===== src/rtl/id_ex_pipe_pkg.sv =====
// Shared definitions for the ID/EX stage: the decoder control bundle, the
// all-zero bubble constant and the operand-use rules of the decoder encoding.
package id_ex_pipe_pkg;

    localparam int REG_IDX_W = 5;

    typedef struct packed {
        logic [1:0] alu_1_src;
        logic       alu_2_src;
        logic       reg_write;
        logic       is_branch;
        logic       is_jalr;
        logic       is_jal;
        logic       mem_read;
        logic       mem_write;
        logic [1:0] mem_width;
        logic       mem_sign_extend;
        logic [1:0] reg_src;
        logic [3:0] alu_op;
        logic       alu_flag;
    } ctrl_t;

    localparam ctrl_t BUBBLE_CTRL = '0;

    // rs1 is read unless operand 1 comes from PC/zero, or the instruction is JAL
    function automatic logic uses_rs1(input ctrl_t c);
        return (c.alu_1_src == 2'b00) & ~c.is_jal;
    endfunction

    // rs2 is read as ALU operand, as store data, or as branch comparand
    function automatic logic uses_rs2(input ctrl_t c);
        return ~c.alu_2_src | c.mem_write | c.is_branch;
    endfunction

endpackage


===== src/rtl/id_ex_pipe_hazard_detect.sv =====
// Load-use hazard detector for the ID/EX stage (purely combinational).
// Ports:
//   id_valid, id_ctrl, id_rs1, id_rs2 : instruction currently in ID
//   ex_valid, ex_mem_read, ex_rd      : instruction currently in EX
//   flush, stall_in                   : EX redirect and MEM busy
//   hz                                : ID reads the register a load in EX writes
//   stall_out                         : hold PC and IF/ID
module id_ex_pipe_hazard_detect
    import id_ex_pipe_pkg::*;
(
    input  logic                 id_valid,
    input  ctrl_t                id_ctrl,
    input  logic [REG_IDX_W-1:0] id_rs1,
    input  logic [REG_IDX_W-1:0] id_rs2,
    input  logic                 ex_valid,
    input  logic                 ex_mem_read,
    input  logic [REG_IDX_W-1:0] ex_rd,
    input  logic                 flush,
    input  logic                 stall_in,
    output logic                 hz,
    output logic                 stall_out
);

    logic rs1_match;
    logic rs2_match;

    assign rs1_match = uses_rs1(id_ctrl) & (ex_rd == id_rs1);
    assign rs2_match = uses_rs2(id_ctrl) & (ex_rd == id_rs2);

    // x0 is never written, so a load targeting it cannot create a dependency
    assign hz = ex_valid & ex_mem_read & (ex_rd != '0) & id_valid & (rs1_match | rs2_match);

    // a flush kills the ID instruction, so there is nothing to hold upstream
    assign stall_out = stall_in | (hz & ~flush);

endmodule


===== src/rtl/id_ex_pipe.sv =====
// ID/EX pipeline register with load-use bubble insertion, EX flush and MEM stall.
// Ports:
//   clk_i, rst_i (async, active-low)
//   id_*_i      : decoded instruction, operands and control bundle from ID
//   flush_i     : taken branch/jump resolved in EX, kill the ID instruction
//   stall_i     : MEM busy, freeze this stage
//   stall_o     : hold PC and IF/ID (combinational)
//   ex_*_o      : registered copy of the id_* inputs, all zero for a bubble
//   bubble_cnt_o: saturating count of bubbles inserted by flush or hazard
module id_ex_pipe #(
    parameter int XLEN  = 32,
    parameter int CNT_W = 32
) (
    input  logic             clk_i,
    input  logic             rst_i,
    input  logic             id_valid_i,
    input  logic [XLEN-1:0]  id_pc_i,
    input  logic [4:0]       id_rs1_i,
    input  logic [4:0]       id_rs2_i,
    input  logic [4:0]       id_rd_i,
    input  logic [XLEN-1:0]  id_rs1_data_i,
    input  logic [XLEN-1:0]  id_rs2_data_i,
    input  logic [XLEN-1:0]  id_imm_i,
    input  logic [1:0]       id_alu_1_src_i,
    input  logic             id_alu_2_src_i,
    input  logic             id_reg_write_i,
    input  logic             id_is_branch_i,
    input  logic             id_is_jalr_i,
    input  logic             id_is_jal_i,
    input  logic             id_mem_read_i,
    input  logic             id_mem_write_i,
    input  logic [1:0]       id_mem_width_i,
    input  logic             id_mem_sign_extend_i,
    input  logic [1:0]       id_reg_src_i,
    input  logic [3:0]       id_alu_op_i,
    input  logic             id_alu_flag_i,
    input  logic             flush_i,
    input  logic             stall_i,
    output logic             stall_o,
    output logic             ex_valid_o,
    output logic [XLEN-1:0]  ex_pc_o,
    output logic [4:0]       ex_rs1_o,
    output logic [4:0]       ex_rs2_o,
    output logic [4:0]       ex_rd_o,
    output logic [XLEN-1:0]  ex_rs1_data_o,
    output logic [XLEN-1:0]  ex_rs2_data_o,
    output logic [XLEN-1:0]  ex_imm_o,
    output logic [1:0]       ex_alu_1_src_o,
    output logic             ex_alu_2_src_o,
    output logic             ex_reg_write_o,
    output logic             ex_is_branch_o,
    output logic             ex_is_jalr_o,
    output logic             ex_is_jal_o,
    output logic             ex_mem_read_o,
    output logic             ex_mem_write_o,
    output logic [1:0]       ex_mem_width_o,
    output logic             ex_mem_sign_extend_o,
    output logic [1:0]       ex_reg_src_o,
    output logic [3:0]       ex_alu_op_o,
    output logic             ex_alu_flag_o,
    output logic [CNT_W-1:0] bubble_cnt_o
);
    import id_ex_pipe_pkg::*;

    localparam logic [CNT_W-1:0] CNT_ONE = 1;
    localparam logic [CNT_W-1:0] CNT_MAX = '1;

    ctrl_t            id_ctrl;
    ctrl_t            ex_ctrl;
    logic             hz;
    logic             load_bubble;
    logic             count_bubble;
    logic [CNT_W-1:0] bubble_cnt;

    assign id_ctrl = '{
        alu_1_src:       id_alu_1_src_i,
        alu_2_src:       id_alu_2_src_i,
        reg_write:       id_reg_write_i,
        is_branch:       id_is_branch_i,
        is_jalr:         id_is_jalr_i,
        is_jal:          id_is_jal_i,
        mem_read:        id_mem_read_i,
        mem_write:       id_mem_write_i,
        mem_width:       id_mem_width_i,
        mem_sign_extend: id_mem_sign_extend_i,
        reg_src:         id_reg_src_i,
        alu_op:          id_alu_op_i,
        alu_flag:        id_alu_flag_i
    };

    id_ex_pipe_hazard_detect u_hazard (
        .id_valid    (id_valid_i),
        .id_ctrl     (id_ctrl),
        .id_rs1      (id_rs1_i),
        .id_rs2      (id_rs2_i),
        .ex_valid    (ex_valid_o),
        .ex_mem_read (ex_ctrl.mem_read),
        .ex_rd       (ex_rd_o),
        .flush       (flush_i),
        .stall_in    (stall_i),
        .hz          (hz),
        .stall_out   (stall_o)
    );

    // an empty ID slot also becomes a bubble, but only flush/hazard bubbles are counted
    assign load_bubble  = flush_i | hz | ~id_valid_i;
    assign count_bubble = ~stall_i & (flush_i | hz);

    always_ff @(posedge clk_i or negedge rst_i) begin
        if (!rst_i) begin
            ex_valid_o    <= 1'b0;
            ex_pc_o       <= '0;
            ex_rs1_o      <= '0;
            ex_rs2_o      <= '0;
            ex_rd_o       <= '0;
            ex_rs1_data_o <= '0;
            ex_rs2_data_o <= '0;
            ex_imm_o      <= '0;
            ex_ctrl       <= BUBBLE_CTRL;
        end else if (!stall_i) begin
            if (load_bubble) begin
                ex_valid_o    <= 1'b0;
                ex_pc_o       <= '0;
                ex_rs1_o      <= '0;
                ex_rs2_o      <= '0;
                ex_rd_o       <= '0;
                ex_rs1_data_o <= '0;
                ex_rs2_data_o <= '0;
                ex_imm_o      <= '0;
                ex_ctrl       <= BUBBLE_CTRL;
            end else begin
                ex_valid_o    <= 1'b1;
                ex_pc_o       <= id_pc_i;
                ex_rs1_o      <= id_rs1_i;
                ex_rs2_o      <= id_rs2_i;
                ex_rd_o       <= id_rd_i;
                ex_rs1_data_o <= id_rs1_data_i;
                ex_rs2_data_o <= id_rs2_data_i;
                ex_imm_o      <= id_imm_i;
                ex_ctrl       <= id_ctrl;
            end
        end
    end

    always_ff @(posedge clk_i or negedge rst_i) begin
        if (!rst_i) begin
            bubble_cnt <= '0;
        end else if (count_bubble && (bubble_cnt != CNT_MAX)) begin
            bubble_cnt <= bubble_cnt + CNT_ONE;
        end
    end

    assign bubble_cnt_o         = bubble_cnt;
    assign ex_alu_1_src_o       = ex_ctrl.alu_1_src;
    assign ex_alu_2_src_o       = ex_ctrl.alu_2_src;
    assign ex_reg_write_o       = ex_ctrl.reg_write;
    assign ex_is_branch_o       = ex_ctrl.is_branch;
    assign ex_is_jalr_o         = ex_ctrl.is_jalr;
    assign ex_is_jal_o          = ex_ctrl.is_jal;
    assign ex_mem_read_o        = ex_ctrl.mem_read;
    assign ex_mem_write_o       = ex_ctrl.mem_write;
    assign ex_mem_width_o       = ex_ctrl.mem_width;
    assign ex_mem_sign_extend_o = ex_ctrl.mem_sign_extend;
    assign ex_reg_src_o         = ex_ctrl.reg_src;
    assign ex_alu_op_o          = ex_ctrl.alu_op;
    assign ex_alu_flag_o        = ex_ctrl.alu_flag;

endmodule

===== config.mk =====
export PLATFORM = sky130hd
export DESIGN_NAME = id_ex_pipe
export DESIGN_NICKNAME = d
export VERILOG_FILES = /design/src/rtl/id_ex_pipe_pkg.sv /design/src/rtl/id_ex_pipe_hazard_detect.sv /design/src/rtl/id_ex_pipe.sv
export SDC_FILE = /design/constraint.sdc
export NUM_CORES = 1
export LEC_CHECK = 0
export BUFFER_PORTS_ARGS = -buffer_cell sky130_fd_sc_hd__buf_2
export CORE_MARGIN = 5
export CORE_UTILIZATION = 23
export CTS_CLUSTER_DIAMETER = 80
export DETAILED_ROUTE_END_ITERATION = 12
export PLACE_DENSITY = 0.44
export SYNTH_ARGS = -nofsm -noshare
export SYNTH_HDL_FRONTEND = slang
export SYNTH_HIERARCHICAL = 1
export SYNTH_SLANG_ARGS = --single-unit

===== constraint.sdc =====
create_clock -name clk_i -period 3.3 [get_ports clk_i]
set_clock_uncertainty 0.1 [all_clocks]
set_input_delay 0.66 -clock clk_i [delete_from_list [all_inputs] [get_ports clk_i]]
set_output_delay 0.66 -clock clk_i [all_outputs]
set_load 0.05 [all_outputs]

# Word-level counts from Yosys, hierarchy flattened
# Cells that the tools add are included.
[op_classes]
add_sub_neg = 1
n_eq_ne = 3
mux = 9
bitwise = 20
reduce_logical = 3
[op_table]
columns = ["operator", "count"]
rows = [
  ["$mux 32", 4],
  ["$add 32x1->32 const B", 1],
  ["$ne 32x32->1 const B", 1],
  ["$mux 19", 1],
  ["$mux 5", 3],
  ["$eq 5x5->1", 2],
  ["$and 1x1->1", 9],
  ["$or 1x1->1", 6],
  ["$not 1->1", 5],
  ["$reduce_bool 5->1", 1],
  ["$logic_not 2->1", 1],
  ["$logic_and 1x1->1", 1],
  ["$mux 1", 1],
]
[totals]
regBits = 195
in_bits = 167
output_inout_bits = 196

# Logic depth before layout (Yosys ltp)
# Gate-level depths: netlist of the first run.
[logic_depth]
ltp_word = 9
depth_mapped = 10

# By module
# Netlist of the first run, hierarchy kept.
[modules_own_cells]
columns = ["mod", "instances", "cells_each", "area_each_um2", "seq_area_each_um2"]
rows = [
  ["id_ex_pipe", 1, 497, 7204.4, 4879.7],
  ["id_ex_pipe_hazard_detect", 1, 23, 170.2, 0.0],
]

# Worst setup path after synthesis of the first run
# Ideal clock, no wire load.
[synth_path]
path_kind = "reg2reg"
startpoint = "register ex_rd_o[3]"
endpoint = "register bubble_cnt[26], in the netlist bubble_cnt_o[26]"
setup_ns = 0.142
arrival_ns = 2.651
path_slack_ns = 0.407
path_stages_with_launch = 10
period_less_slack_ns = 2.893
cell_sequence = "dfrtp_1 xor2_1 nor4_1 a22oi_1 nor2_1 o21bai_4 or3_4 a2111oi_4 nand4_1 xnor2_1"
[synth_between]
elab_chain_len = 7
[synth_rtl]
columns = ["item", "line", "text"]
rows = [
  ["start, declared", "id_ex_pipe.sv:44", "output logic [4:0] ex_rd_o,"],
  ["start signal, assigned", "id_ex_pipe.sv:136", "ex_rd_o <= id_rd_i;"],
  ["$eq 5x5->1 (tied with other cells)", "id_ex_pipe_hazard_detect.sv:27", "assign rs1_match = uses_rs1(id_ctrl) & (ex_rd == id_rs1);"],
  ["$and 1x1->1, on equally long branches", "id_ex_pipe_hazard_detect.sv:27, id_ex_pipe_hazard_detect.sv:28, id_ex_pipe_hazard_detect.sv:31", ""],
  ["$or 1x1->1 or $and 1x1->1 (tied branches)", "id_ex_pipe_hazard_detect.sv:31", "assign hz = ex_valid & ex_mem_read & (ex_rd != '0) & id_valid & (rs1_match | rs2_match);"],
  ["$and 1x1->1 *", "id_ex_pipe_hazard_detect.sv:31", ""],
  ["net hz", "id_ex_pipe.sv:70", "logic hz;"],
  ["$or 1x1->1 *", "id_ex_pipe.sv:107", "assign count_bubble = ~stall_i & (flush_i | hz);"],
  ["$and 1x1->1 *", "id_ex_pipe.sv:107", ""],
  ["$logic_and 1x1->1 *", "id_ex_pipe.sv:148", "end else if (count_bubble && (bubble_cnt != CNT_MAX)) begin"],
  ["end signal, assigned", "id_ex_pipe.sv:149", "bubble_cnt <= bubble_cnt + CNT_ONE;"],
  ["end, declared", "id_ex_pipe.sv:73", "logic [CNT_W-1:0] bubble_cnt;"],
]
# The timed path passes the listed nets; every way through them passes the cells marked *.
# A chain may end at the register's enable or synchronous reset.

# Worst setup path after layout of the first run
[layout_path]
startpoint = "register ex_rd_o[3]"
endpoint = "output stall_o"
[layout_between]
elab_chain_len = 6
[layout_rtl]
columns = ["item", "line", "text"]
rows = [
  ["$eq 5x5->1 (tied with other cells)", "id_ex_pipe_hazard_detect.sv:27", ""],
  ["$and 1x1->1, on equally long branches", "id_ex_pipe_hazard_detect.sv:27, id_ex_pipe_hazard_detect.sv:28, id_ex_pipe_hazard_detect.sv:31", ""],
  ["$or 1x1->1 or $and 1x1->1 (tied branches)", "id_ex_pipe_hazard_detect.sv:31", ""],
  ["$and 1x1->1 *", "id_ex_pipe_hazard_detect.sv:31", ""],
  ["$and 1x1->1 *", "id_ex_pipe_hazard_detect.sv:34", "assign stall_out = stall_in | (hz & ~flush);"],
  ["$or 1x1->1 *", "id_ex_pipe_hazard_detect.sv:34", ""],
  ["end, declared", "id_ex_pipe.sv:39", "output logic stall_o,"],
]
# Every way passes the cells marked *; elsewhere a longest branch is shown, timed or not.

==> results.ini, run 1 <==
[setup_path]
reg2regPathDepth=11
critPathRequiredTime_ps=2540
start_kind=register
cp-startpoint=ex_rd_o[3]
cp.arrival_ps=2270
r2r_setup_slack_ps=400
criticalPathCategory=reg2out
cp_max_fo=5
endpoint_kind=primary output
reg2reg_to=bubble_cnt_o[26]
r2r-start=ex_rd_o[3]

[finish]
drive_gt1_share_pct=48.0
fillers=3251
fin_nets=1062
seqCellArea_mm2=0.00488
area_growth_pct=41.6
antenna_cells=0
multiInputGateArea_mm2=0.00233
final_cells=1307
postLayoutCellArea_mm2=0.0104

[clocking]
cts_made_buffers=17
clock_sinks=195
clock-root-buffer=clkbuf_16
cts.repair.resized=0
postCtsSetupBuffers=0
htree_levels=4
tritoncts=yes
clk_pin_slew_ps=80
cts_buffer_depth=2
clk_latency_ps=430
postCtsHoldBufs=0

[synthesis]
async_flop_share_pct=100
muxShareOfSynthArea_pct=0.204
yosysTopAreaCell=dfrtp_1
ys_seq_elements=195
yosysUniqueCellTypes=37
yosys.area_share.xor_xnor_pct=4.63
synth_fa_ha_area_share_pct=0.170
synth.net_count=688
yosys_most_used_dff=dfrtp_1
synth-compound-area-share_pct=20.8
synth_area_leaders=dfrtp_1, a22o_1, xnor2_1
synth_top_area_share_pct=66.2
synth.avg_cell_area_um2=14.2
synth_warnings=6
synth-simple-area-share_pct=5.75
synth_area_mm2=0.00737
syn_inst=520
synth_edf_count=0
synth_top_family_by_area=compound AO/OA/AOI/OAI gates
ys_seq_area_share_pct=66.2
synth_most_common_cell=dfrtp_1
synthTopCellsByCount=dfrtp_1, a22o_1, clkbuf_1, xnor2_1, xor2_1

[placement]
dpl.hpwl_um=17600
dpl-instance-area_mm2=0.00986
placed_cells=1277
portBuffers=362
gp_congestion=0.738

[routing]
route.vias.total=5829
drc_errors=0
drtIter0Drc=252
ant_nets=0
dr.pass1.iters=5
wire_per_inst_um=18.2
wl_um=23900
vias_per_cell=4.46

[floorplan]
rows=65
core-area_mm2=0.0316
start_util_pct=23.3
die_h_um=189
die_x_um=189
pin_count=363
fp.dieArea_mm2=0.0357

[sta]
setup_viol=0
hold_slack_ps=159
final.min_clock_period_ps=3030
rsz0062_at_grt=false
period_share_pct=91.8
fmax_mhz=330
setup_tns_ps=0
max_slew_margin_pct=45.5
maxSlewViolCount=0
finalHoldViolations=0
worst_pin_slew_ps=818

[flow_run]
maxCapViolCount=0

[global_route]
grt_pass1_vias=6273
grt_first_pass_wirelength_um=37300
antenna_found_initial=0
grt_use_total_pct=13.1
grt_max_degree=75
grt_overflow_total=0

[min_path]
worstHoldPathType=in2async

[run_status]
outcome=completed

[power]
p_leak_nw=5.64
p_per_area_mw_per_mm2=577
ir_worst_vdd_v=0.000330

critical path, cell delays in order, from the launching register on:
cell,delay [ps]
dfrtp_1,460
xor2_1,210
nor4_1,280
buf_4,160
a22oi_1,90
buf_4,160
o31ai_2,160
buf_2,310
layer usage:
layer | GRT usage [%] | up-vias | wire length, um | part of all wire, %
li1 | - | 2725 | - | -
met1 | 17.6 | 2880 | 10900 | 46
met2 | 21.0 | 207 | 11200 | 47
met3 | 3.56 | 17 | 1410 | 5.9
met4 | 3.28 | 0 | 348 | 1.5
met5 | 0 | - | 0 | 0
cells by family (layout without fill, tap and decap cells):
group,Yosys count,count (layout)
flops,195,195
compound gates,173,173
simple gates,69,69
buf+inv,42,427
xor+xnor,39,39
fa+ha+maj,1,1
mux,1,1
how the worst max path moves through the flow:
stage,to,slack (ps)
2_1_floorplan,bubble_cnt_o[26],410
3_3_place_gp,bubble_cnt_o[26],70
3_5_place_dp,bubble_cnt_o[26],80
4_1_cts,stall_o,210
5_1_grt,stall_o,110
6_report,stall_o,270
metrics by stage:
step | setup slack, ps | utilization [%] | power, mW
finish | 272 | 33.0 | 6.03
global route | 107 | 33.0 | 6.31
CTS | 214 | 33.0 | 6.15
detailed placement | 78.2 | 31.2 | 3.95
global placement | 70.1 | 31.2 | 3.95
floorplan | 407 | - | 3.48
where the power goes:
| part | leakage, nW | internal, mW | switching, mW | total [mW] |
|---|---|---|---|---|
| Combinational | 2.74 | 0.341 | 0.877 | 1.22 |
| Clock | 0.280 | 1.19 | 0.950 | 2.14 |
| Sequential | 2.62 | 2.54 | 0.125 | 2.67 |
cell type report:
cell class	instances	area share, %
Clock buffer	19	4.14
Clock inverter	11	1.47
Inverter	5	0.180
Multi-Input combinational cell	283	22.3
Sequential cell	195	46.7
Tap cell	402	4.82
Timing Repair Buffer	392	20.3
cells in the final DEF (no fill, tap or decap), types with 5 or more instances in the layout:
cell type	synthesis	layout
buf_4	0	25
nand3_1	15	15
dfrtp_1	195	195
buf_2	8	360
buf_12	0	6
inv_1	5	5
xnor2_1	21	21
nor3_1	5	5
nor2_1	10	10
nand4_1	10	10
clkbuf_16	0	17
a22o_1	162	162
xor2_1	18	18
nand2_1	7	7
sequential cells by signal, indices dropped and copies added (netlist names):
register and cells:
ex_rs2_data_o 32, ex_is_branch_o 1, ex_rs1_o 5, ex_mem_sign_extend_o 1, ex_mem_width_o 2, ex_is_jalr_o 1
ex_rs2_o 5, ex_alu_op_o 4, ex_pc_o 32, ex_mem_read_o 1, ex_reg_src_o 2, ex_imm_o 32
ex_is_jal_o 1, ex_reg_write_o 1, bubble_cnt_o 32, ex_rs1_data_o 32, ex_rd_o 5, ex_alu_1_src_o 2
ex_alu_flag_o 1, ex_alu_2_src_o 1, ex_mem_write_o 1, ex_valid_o 1
Note: power is estimated with default switching activity, not from simulation.
==> inputs of run 2 (changes only) <==
Clock period 3.3 ns to 3.6 ns, I/O delays scaled along.
==> results.ini, run 2 (same netlist as run 1, synthesis figures left out) <==
[run_status]
outcome=completed

[power]
ir_worst_vdd_v=0.000293
p_sw_share_pct=34.3
clockPowerShare_pct=35.8
p_comb_share_pct=20.0
p_per_area_mw_per_mm2=534
p_int_mw=3.64
switchingPower_mw=1.90
p_leak_nw=5.59
finalPower_mw=5.53
p_seq_share_pct=44.2

[routing]
ant_nets=0
dr.pass1.iters=5
route.vias.total=5715
vias_per_cell=4.40
drc_errors=0
drtIter0Drc=264
wl_um=24000
wire_per_inst_um=18.5

[floorplan]
fp.dieArea_mm2=0.0357
rows=65
start_util_pct=23.3
core-area_mm2=0.0316
pin_count=363
die_h_um=189
die_x_um=189

[sta]
setup_viol=0
layout_setup_ws_ps=414
worst_pin_slew_ps=861
finalHoldViolations=0
setup_tns_ps=0
maxSlewViolCount=0
rsz0062_at_grt=false
hold_slack_ps=191
fmax_mhz=314
final.min_clock_period_ps=3190
period_share_pct=88.5
max_slew_margin_pct=42.6

[setup_path]
r2r-start=ex_rd_o[2]
cp_max_fo=5
max_stage_delay_ps=480
criticalPathCategory=reg2out
path_buf_inv=2
reg2reg_to=bubble_cnt_o[26]
reg2regPathDepth=10
critPathRequiredTime_ps=2780
cp-startpoint=ex_rd_o[2]
cp.arrival_ps=2370
crit_chain=xor2_1 > nor4_1 > a22oi_1 > buf_4 > o31ai_2 > buf_2
slowest_stage=dfrtp_1
endpoint_kind=primary output
critPathTopFamily=flip-flops
start_kind=register
r2r_setup_slack_ps=590

[clocking]
htree_levels=4
postCtsHoldBufs=0
cts_made_buffers=17
tritoncts=yes
clk_latency_ps=440
postCtsSetupBuffers=0
clock_sinks=195
cts_buffer_depth=2
clk_pin_slew_ps=80
cts.repair.resized=0
clock-root-buffer=clkbuf_16

[finish]
final_cell_mix=buf_2, dfrtp_1, a22o_1, xnor2_1, xor2_1
area_growth_pct=40.5
seqCellArea_mm2=0.00488
final_common_cell=buf_2
multiInputGateArea_mm2=0.00233
fin_nets=1051
fillers=3253
drive_gt1_share_pct=47.7

[global_route]
grt_pass1_vias=6155
grt_first_pass_wirelength_um=37200
grt_use_total_pct=13.3
grt_max_degree=79
grt_overflow_total=0
antenna_found_initial=2

[placement]
dpl.hpwl_um=17600
portBuffers=362
place_ws_ps=280
gp_congestion=0.743

[flow_run]
maxCapViolCount=0

[min_path]
worstHoldPathType=in2async

==> run 2: changes by cell type in the layout (fill, tap and decap cells not counted) <==
cell,delta
buf_12,-3
buf_4,-8
bufinv_16,-2
clkbuf_1,-2
clkinv_2,-1
clkinv_4,-2
clkinv_8,+5
diode_2,+2
inv_6,+2
inv_8,+2
==> run 2: how the worst max path moves through the flow <==
stage                       endpoint  slack [ps]  depth (start not counted)
floorplan           bubble_cnt_o[26]         680                          9
CTS                          stall_o         410                          6
global placement    bubble_cnt_o[26]         290                         12
detailed placement  bubble_cnt_o[25]         280                         12
finish                       stall_o         410                          6
global route                 stall_o         260                          6
==> run 2: power by group through the flow <==
stage | Combinational (mW) | Clock [mW] | Sequential, mW
2_1_floorplan | 0.217 | 0 | 2.98
3_3_place_gp | 1.12 | 0 | 2.49
3_5_place_dp | 1.12 | 0 | 2.48
4_1_cts | 1.12 | 2.07 | 2.44
5_1_grt | 1.17 | 2.15 | 2.47
6_report | 1.11 | 1.98 | 2.44
==> run 2: cell type report <==
class	instances	area share [%]
Tap cell	402	4.85
Sequential cell	195	47.1
Clock buffer	17	4.11
Clock inverter	15	1.86
Antenna cell	2	0.0483
Inverter	5	0.181
Timing Repair Buffer	381	19.3
Multi-Input combinational cell	283	22.5
==> run 2: worst reg2reg max path, stage by stage (launching register included) <==
cell and delay (ps):
dfrtp_1 480, xor2_1 210, nor4_1 430, a22oi_1 160, nor2_1 310, o21bai_4 120, or3_4 420, a2111oi_4 190
buf_4 210, nand4_1 120, xnor2_1 160
==> run 2: through the flow <==
step           area, um2  std cells  utilization, %
2_1_floorplan       7370        520               -
3_3_place_gp        9740       1266            30.8
3_5_place_dp        9740       1266            30.8
4_1_cts            10400       1298            32.7
5_1_grt            10400       1300            32.8
6_report           10400       1300            32.8
==> run 2: layer usage <==
layer	GRT usage [%]	share of wire [%]
met1	17.6	44
met3	4.04	6.5
met4	4.29	1.2
met2	20.9	48
met5	0	0
